[src/rtl/operand_stage_pkg.sv]
// Shared constants for the operand-fetch stage: datapath sizing and ALU control codes.
package operand_stage_pkg;

    localparam int unsigned DataWidth = 32;
    localparam int unsigned NumRegs   = 32;
    localparam int unsigned RegAddrW  = 5;
    localparam int unsigned ImmWidth  = 16;

    typedef enum logic [2:0] {
        CtrlAnd = 3'b000,
        CtrlOr  = 3'b001,
        CtrlAdd = 3'b010,
        CtrlSub = 3'b011,
        CtrlSlt = 3'b100,
        CtrlNot = 3'b101
    } alu_ctrl_e;

    // Logical ops take the immediate zero-extended; everything else sign-extends.
    function automatic logic imm_zero_ext(input logic [2:0] op);
        return (op == CtrlAnd) || (op == CtrlOr);
    endfunction

endpackage

[src/rtl/reg_file_2r1w.sv]
// Register file with two combinational read ports (write-through bypass) and one write port.
module reg_file_2r1w
    import operand_stage_pkg::*;
#(
    parameter int unsigned WIDTH = DataWidth,
    parameter int unsigned NREG  = NumRegs
) (
    input  logic                clk_i,
    input  logic                rst_i,
    input  logic [RegAddrW-1:0] raddr_a_i,
    output logic [WIDTH-1:0]    rdata_a_o,
    input  logic [RegAddrW-1:0] raddr_b_i,
    output logic [WIDTH-1:0]    rdata_b_o,
    input  logic                we_i,
    input  logic [RegAddrW-1:0] waddr_i,
    input  logic [WIDTH-1:0]    wdata_i
);

    logic [WIDTH-1:0] regs_q [NREG];
    logic             wr_en;

    assign wr_en = we_i && (waddr_i != '0);

    // Entry 0 is never written, so it stays at its reset value of zero.
    always_ff @(posedge clk_i or posedge rst_i) begin
        if (rst_i) begin
            for (int i = 0; i < NREG; i++) begin
                regs_q[i] <= '0;
            end
        end else if (wr_en) begin
            regs_q[waddr_i] <= wdata_i;
        end
    end

    assign rdata_a_o = (raddr_a_i == '0)                 ? '0      :
                       (wr_en && waddr_i == raddr_a_i)   ? wdata_i :
                                                           regs_q[raddr_a_i];
    assign rdata_b_o = (raddr_b_i == '0)                 ? '0      :
                       (wr_en && waddr_i == raddr_b_i)   ? wdata_i :
                                                           regs_q[raddr_b_i];

endmodule

[src/rtl/operand_stage.sv]
// Operand-fetch stage: reads the register file, forms the b operand and holds one ALU
// operation in a valid/ready output register.
module operand_stage
    import operand_stage_pkg::*;
#(
    parameter int unsigned WIDTH = DataWidth,
    parameter int unsigned NREG  = NumRegs
) (
    input  logic                clk,
    input  logic                rst,
    input  logic                in_valid,
    output logic                in_ready,
    input  logic [RegAddrW-1:0] rs,
    input  logic [RegAddrW-1:0] rt,
    input  logic [ImmWidth-1:0] imm,
    input  logic                use_imm,
    input  logic [2:0]          op,
    input  logic                flush,
    input  logic                wb_en,
    input  logic [RegAddrW-1:0] wb_addr,
    input  logic [WIDTH-1:0]    wb_data,
    output logic                out_valid,
    input  logic                out_ready,
    output logic [WIDTH-1:0]    a,
    output logic [WIDTH-1:0]    b,
    output logic [2:0]          ctrl
);

    logic [WIDTH-1:0] rs_val, rt_val, imm_ext, b_sel;
    logic [WIDTH-1:0] a_q, a_d, b_q, b_d;
    logic [2:0]       ctrl_q, ctrl_d;
    logic             valid_q, valid_d;
    logic             accept;

    reg_file_2r1w #(
        .WIDTH (WIDTH),
        .NREG  (NREG)
    ) u_reg_file (
        .clk_i     (clk),
        .rst_i     (rst),
        .raddr_a_i (rs),
        .rdata_a_o (rs_val),
        .raddr_b_i (rt),
        .rdata_b_o (rt_val),
        .we_i      (wb_en),
        .waddr_i   (wb_addr),
        .wdata_i   (wb_data)
    );

    assign in_ready = !flush && (!valid_q || out_ready);
    assign accept   = in_valid && in_ready;

    assign imm_ext = imm_zero_ext(op) ? {{(WIDTH - ImmWidth){1'b0}}, imm}
                                      : {{(WIDTH - ImmWidth){imm[ImmWidth-1]}}, imm};
    assign b_sel   = use_imm ? imm_ext : rt_val;

    always_comb begin
        a_d     = a_q;
        b_d     = b_q;
        ctrl_d  = ctrl_q;
        valid_d = valid_q;
        // accept already implies !flush, so flush only needs to drop the held op.
        if (flush) begin
            valid_d = 1'b0;
        end else if (accept) begin
            a_d     = rs_val;
            b_d     = b_sel;
            ctrl_d  = op;
            valid_d = 1'b1;
        end else if (out_ready) begin
            valid_d = 1'b0;
        end
    end

    always_ff @(posedge clk or posedge rst) begin
        if (rst) begin
            a_q     <= '0;
            b_q     <= '0;
            ctrl_q  <= '0;
            valid_q <= 1'b0;
        end else begin
            a_q     <= a_d;
            b_q     <= b_d;
            ctrl_q  <= ctrl_d;
            valid_q <= valid_d;
        end
    end

    assign a         = a_q;
    assign b         = b_q;
    assign ctrl      = ctrl_q;
    assign out_valid = valid_q;

endmodule

[config.mk]
export PLATFORM = sky130hd
export DESIGN_NAME = operand_stage
export DESIGN_NICKNAME = d
export VERILOG_FILES = /design/src/rtl/operand_stage_pkg.sv /design/src/rtl/reg_file_2r1w.sv /design/src/rtl/operand_stage.sv
export SDC_FILE = /design/constraint.sdc
export NUM_CORES = 2
export LEC_CHECK = 0
export ABC_CLOCK_PERIOD_IN_PS = 35600
export BUFFER_PORTS_ARGS = -buffer_cell sky130_fd_sc_hd__buf_2
export CORE_AREA = 2 2 320 322
export DETAILED_ROUTE_END_ITERATION = 12
export DIE_AREA = 0 0 322 324
export PLACE_DENSITY = 0.85
export SETUP_SLACK_MARGIN = 0.05
export SYNTH_ARGS = -nofsm -noshare
export SYNTH_HDL_FRONTEND = slang
export SYNTH_SLANG_ARGS = --single-unit
export TNS_END_PERCENT = 20
[constraint.sdc]
create_clock -name clk -period 35.6 [get_ports clk]
set_input_delay 7.12 -clock clk [delete_from_list [all_inputs] [get_ports clk]]
set_output_delay 7.12 -clock clk [all_outputs]
set_load 0.005 [all_outputs]
==> flow_summary.ini <==
[job]
drv_cap = 0

[sta]
fin_crit_sh = 0.4118
hold_ws_ns = 0.3941
fin_setup_tns_ns = 0
relSlewSlack = 0.2638
fmax_mhz = 68.22
worstMarginPinSlew_ns = 1.100
setup_viol = 0
setup_ws_ns = 20.94
drv_slew = 0
hold_viol_final = 0
min_period_ns = 14.66
finClkSkew_ns = 0.05005
rsz0062_at_grt = no

[route]
viasPerCell = 7.286
antenna_left = 0
wire_per_inst_um = 31.90
drc_errors = 0
drtIter0Drc = 4447
firstDrtPassIters = 7
routed_wl_mm = 164.2
num_vias = 37520

[critical_path]
worstPathArrival_ns = 7.54
worst-path-buf-inv = 2
path_depth = 4
cp-start-kind = input pin
reg2regPathDepth = 6
worstSetupEndpointType = output pin
r2r-end = a[10]
crit_fanout = 2
slowest_stage = nor2b_1
cp_common_cell = buf_2
crit_chain = buf_2, nor2b_1, nor2_1, buf_2
max_stage_delay_ns = 0.14
worstPathRequired_ns = 28.48
endpoint = in_ready
r2r_start = out_valid
startpoint = out_ready
reg2reg_slack_ns = 32.97
critical_path_class = in2out
cpLargestDelayFamily = buffers and inverters

[global_routing]
use_met1 = 0.4160
met2_usage = 0.4887
grt_max_degree = 180
antenna_found_initial = 8
grtUsageMet3 = 0.09646
grt_pass1_vias = 39520
grt_pass1_wl_mm = 247.9
top_usage_layer = met2
groute.usage.overall = 0.3201
overflow = 0

[clock_tree]
cts_tree = done
clockRootBuffer = clkbuf_16
numCtsBuffers = 111
cts_resized = 0
clock_sinks = 1092
clk_pin_slew_ns = 0.06
cts_setup_buffers = 0
clk_latency_ns = 0.72
ctsLongestPathBuffers = 3
cts-hold-fix-buffers = 0
htree_levels = 3

[synthesis]
synthXorXnorAreaFrac = 0.001533
synth_compound_area_frac = 0.04686
syn_inst = 3852
syn_avg_cell_area_sq_um = 14.83
synth_top_cell_by_area = dfrtp_1
synthFlopType = dfrtp_1
yosys.area_share.simple = 0.02256
netlist_top_cells_count = dfrtp_1 (1,092), mux2_2 (1,046), mux4_2 (486), clkbuf_1 (244), a22oi_1 (157)
synth_area_leaders = dfrtp_1 (48%), mux2_2 (21%), mux4_2 (19%), a22oi_1 (2.1%), mux2i_1 (1.8%)
yosysMostFrequentCell = dfrtp_1
netlist_area_sq_um = 57120
yosysWarnings = 0
synth_edf_count = 0
synth_mux_area_frac = 0.4159
synth.distinct_cells = 44
yosysSeqAreaShare = 0.4784
synth.ff_latch_count = 1092
synth_top_family_by_area = multiplexers
async_flop_share = 1.000
synth_adder_area_share = 0
syn_nets = 3925
synth_top_area_frac = 0.4784

[placement]
place_inst = 4943
portBuffers = 141
place_ws_ns = 20.95
gp_congestion = 0.8272
hpwl_mm = 90.60

[power_and_ir_drop]
vdd.ir_drop.worst_uv = 36.33
p_per_area_nw_per_um2 = 56.96
power_leakage_uw = 0.02693

[worst_hold_path]
hold_class = reg2reg

[die]
ios = 142
die_y_um = 324
rows = 117
core-area_sq_um = 101000
dieArea_sq_um = 104300
start_util = 0.5655
dieWidth_um = 322

[finish]
syn_to_final_growth_pct = 8.756
fillers = 7063
nNetsFinal = 3820
final_util = 0.6150
stdcell_count = 5149
drive_above_1_share = 0.5196

[outcome]
run_status = finished, final reports clean
## registers in the layout (all words and copies together), names as in the netlist
signal             flops
a                     32
b                     32
ctrl                   3
out_valid              1
u_reg_file.regs_q   1024
## metrics by stage
| stage | area, sq um | total power [uW] |
|---|---|---|
| floorplan | 57120 | 2172 |
| global placement | 58450 | 2311 |
| detailed placement | 58450 | 2362 |
| CTS | 62110 | 3531 |
| global route | 62110 | 3671 |
| finish | 62120 | 3538 |
## power by group
part | total, uW | internal, uW | leakage (uW) | switching (uW)
Sequential | 1660 | 1480 | 0.0140 | 183
Combinational | 702 | 420 | 0.0112 | 282
Clock | 1170 | 668 | 0.00178 | 507
## cell usage in the layout (no fill, tap or decap), types with 3 or more instances in the layout
master	synthesis	layout
a21oi_1	17	16
a221oi_1	12	12
a221oi_2	20	20
a22oi_1	157	157
a22oi_2	3	3
a31oi_1	18	16
buf_12	0	3
buf_2	111	133
buf_4	27	82
buf_8	0	4
bufinv_16	0	4
clkbuf_1	244	38
clkbuf_16	0	112
clkbuf_8	0	27
clkinv_16	0	3
clkinv_2	0	10
clkinvlp_4	0	4
dfrtp_1	1092	1092
diode_2	0	4
mux2_2	1046	1046
mux2i_1	103	103
mux4_2	486	486
nand2_1	140	124
nand2_2	0	16
nand3_1	67	66
nand3b_1	3	3
nor2_1	52	39
nor2_4	0	13
nor2b_4	0	4
nor3b_1	3	3
o21ai_0	91	91
o22ai_1	54	54
xnor2_1	3	3
xor2_1	7	7
## final cells by class
| type | instances | area (sq um) | area share |
|---|---|---|---|
| Antenna cell | 4 | 10.01 | 0.0001611 |
| Clock buffer | 177 | 3317 | 0.05340 |
| Clock inverter | 25 | 341.6 | 0.005499 |
| Inverter | 2 | 11.26 | 0.0001813 |
| Multi-Input combinational cell | 2316 | 28050 | 0.4516 |
| Sequential cell | 1092 | 27330 | 0.4399 |
| Tap cell | 1309 | 1638 | 0.02637 |
| Timing Repair Buffer | 224 | 1424 | 0.02292 |
## logic make-up after synthesis
group | count (synthesis)
AO/OA/AOI/OAI | 379
XOR/XNOR | 10
buffers and inverters | 444
flip-flops | 1092
multiplexers | 1635
AND/OR/NAND/NOR | 292
## routing by layer
metal	share of wire	routed length, um
met5	0.00065	107
met4	0.057	9388
met3	0.12	19550
met2	0.46	75150
met1	0.37	60030
## how the worst min path moves through the flow
stage,endpoint,startpoint,cells past startpoint
after detailed placement,u_reg_file.regs_q[1006],u_reg_file.regs_q[1006],0
after global routing,u_reg_file.regs_q[1016],u_reg_file.regs_q[1016],0
after global placement,u_reg_file.regs_q[1018],u_reg_file.regs_q[1018],0
final,u_reg_file.regs_q[1005],u_reg_file.regs_q[1005],0
after CTS,u_reg_file.regs_q[994],u_reg_file.regs_q[994],0
after floorplan,u_reg_file.regs_q[1000],u_reg_file.regs_q[1000],1
Note: power is estimated with default switching activity, not from simulation.
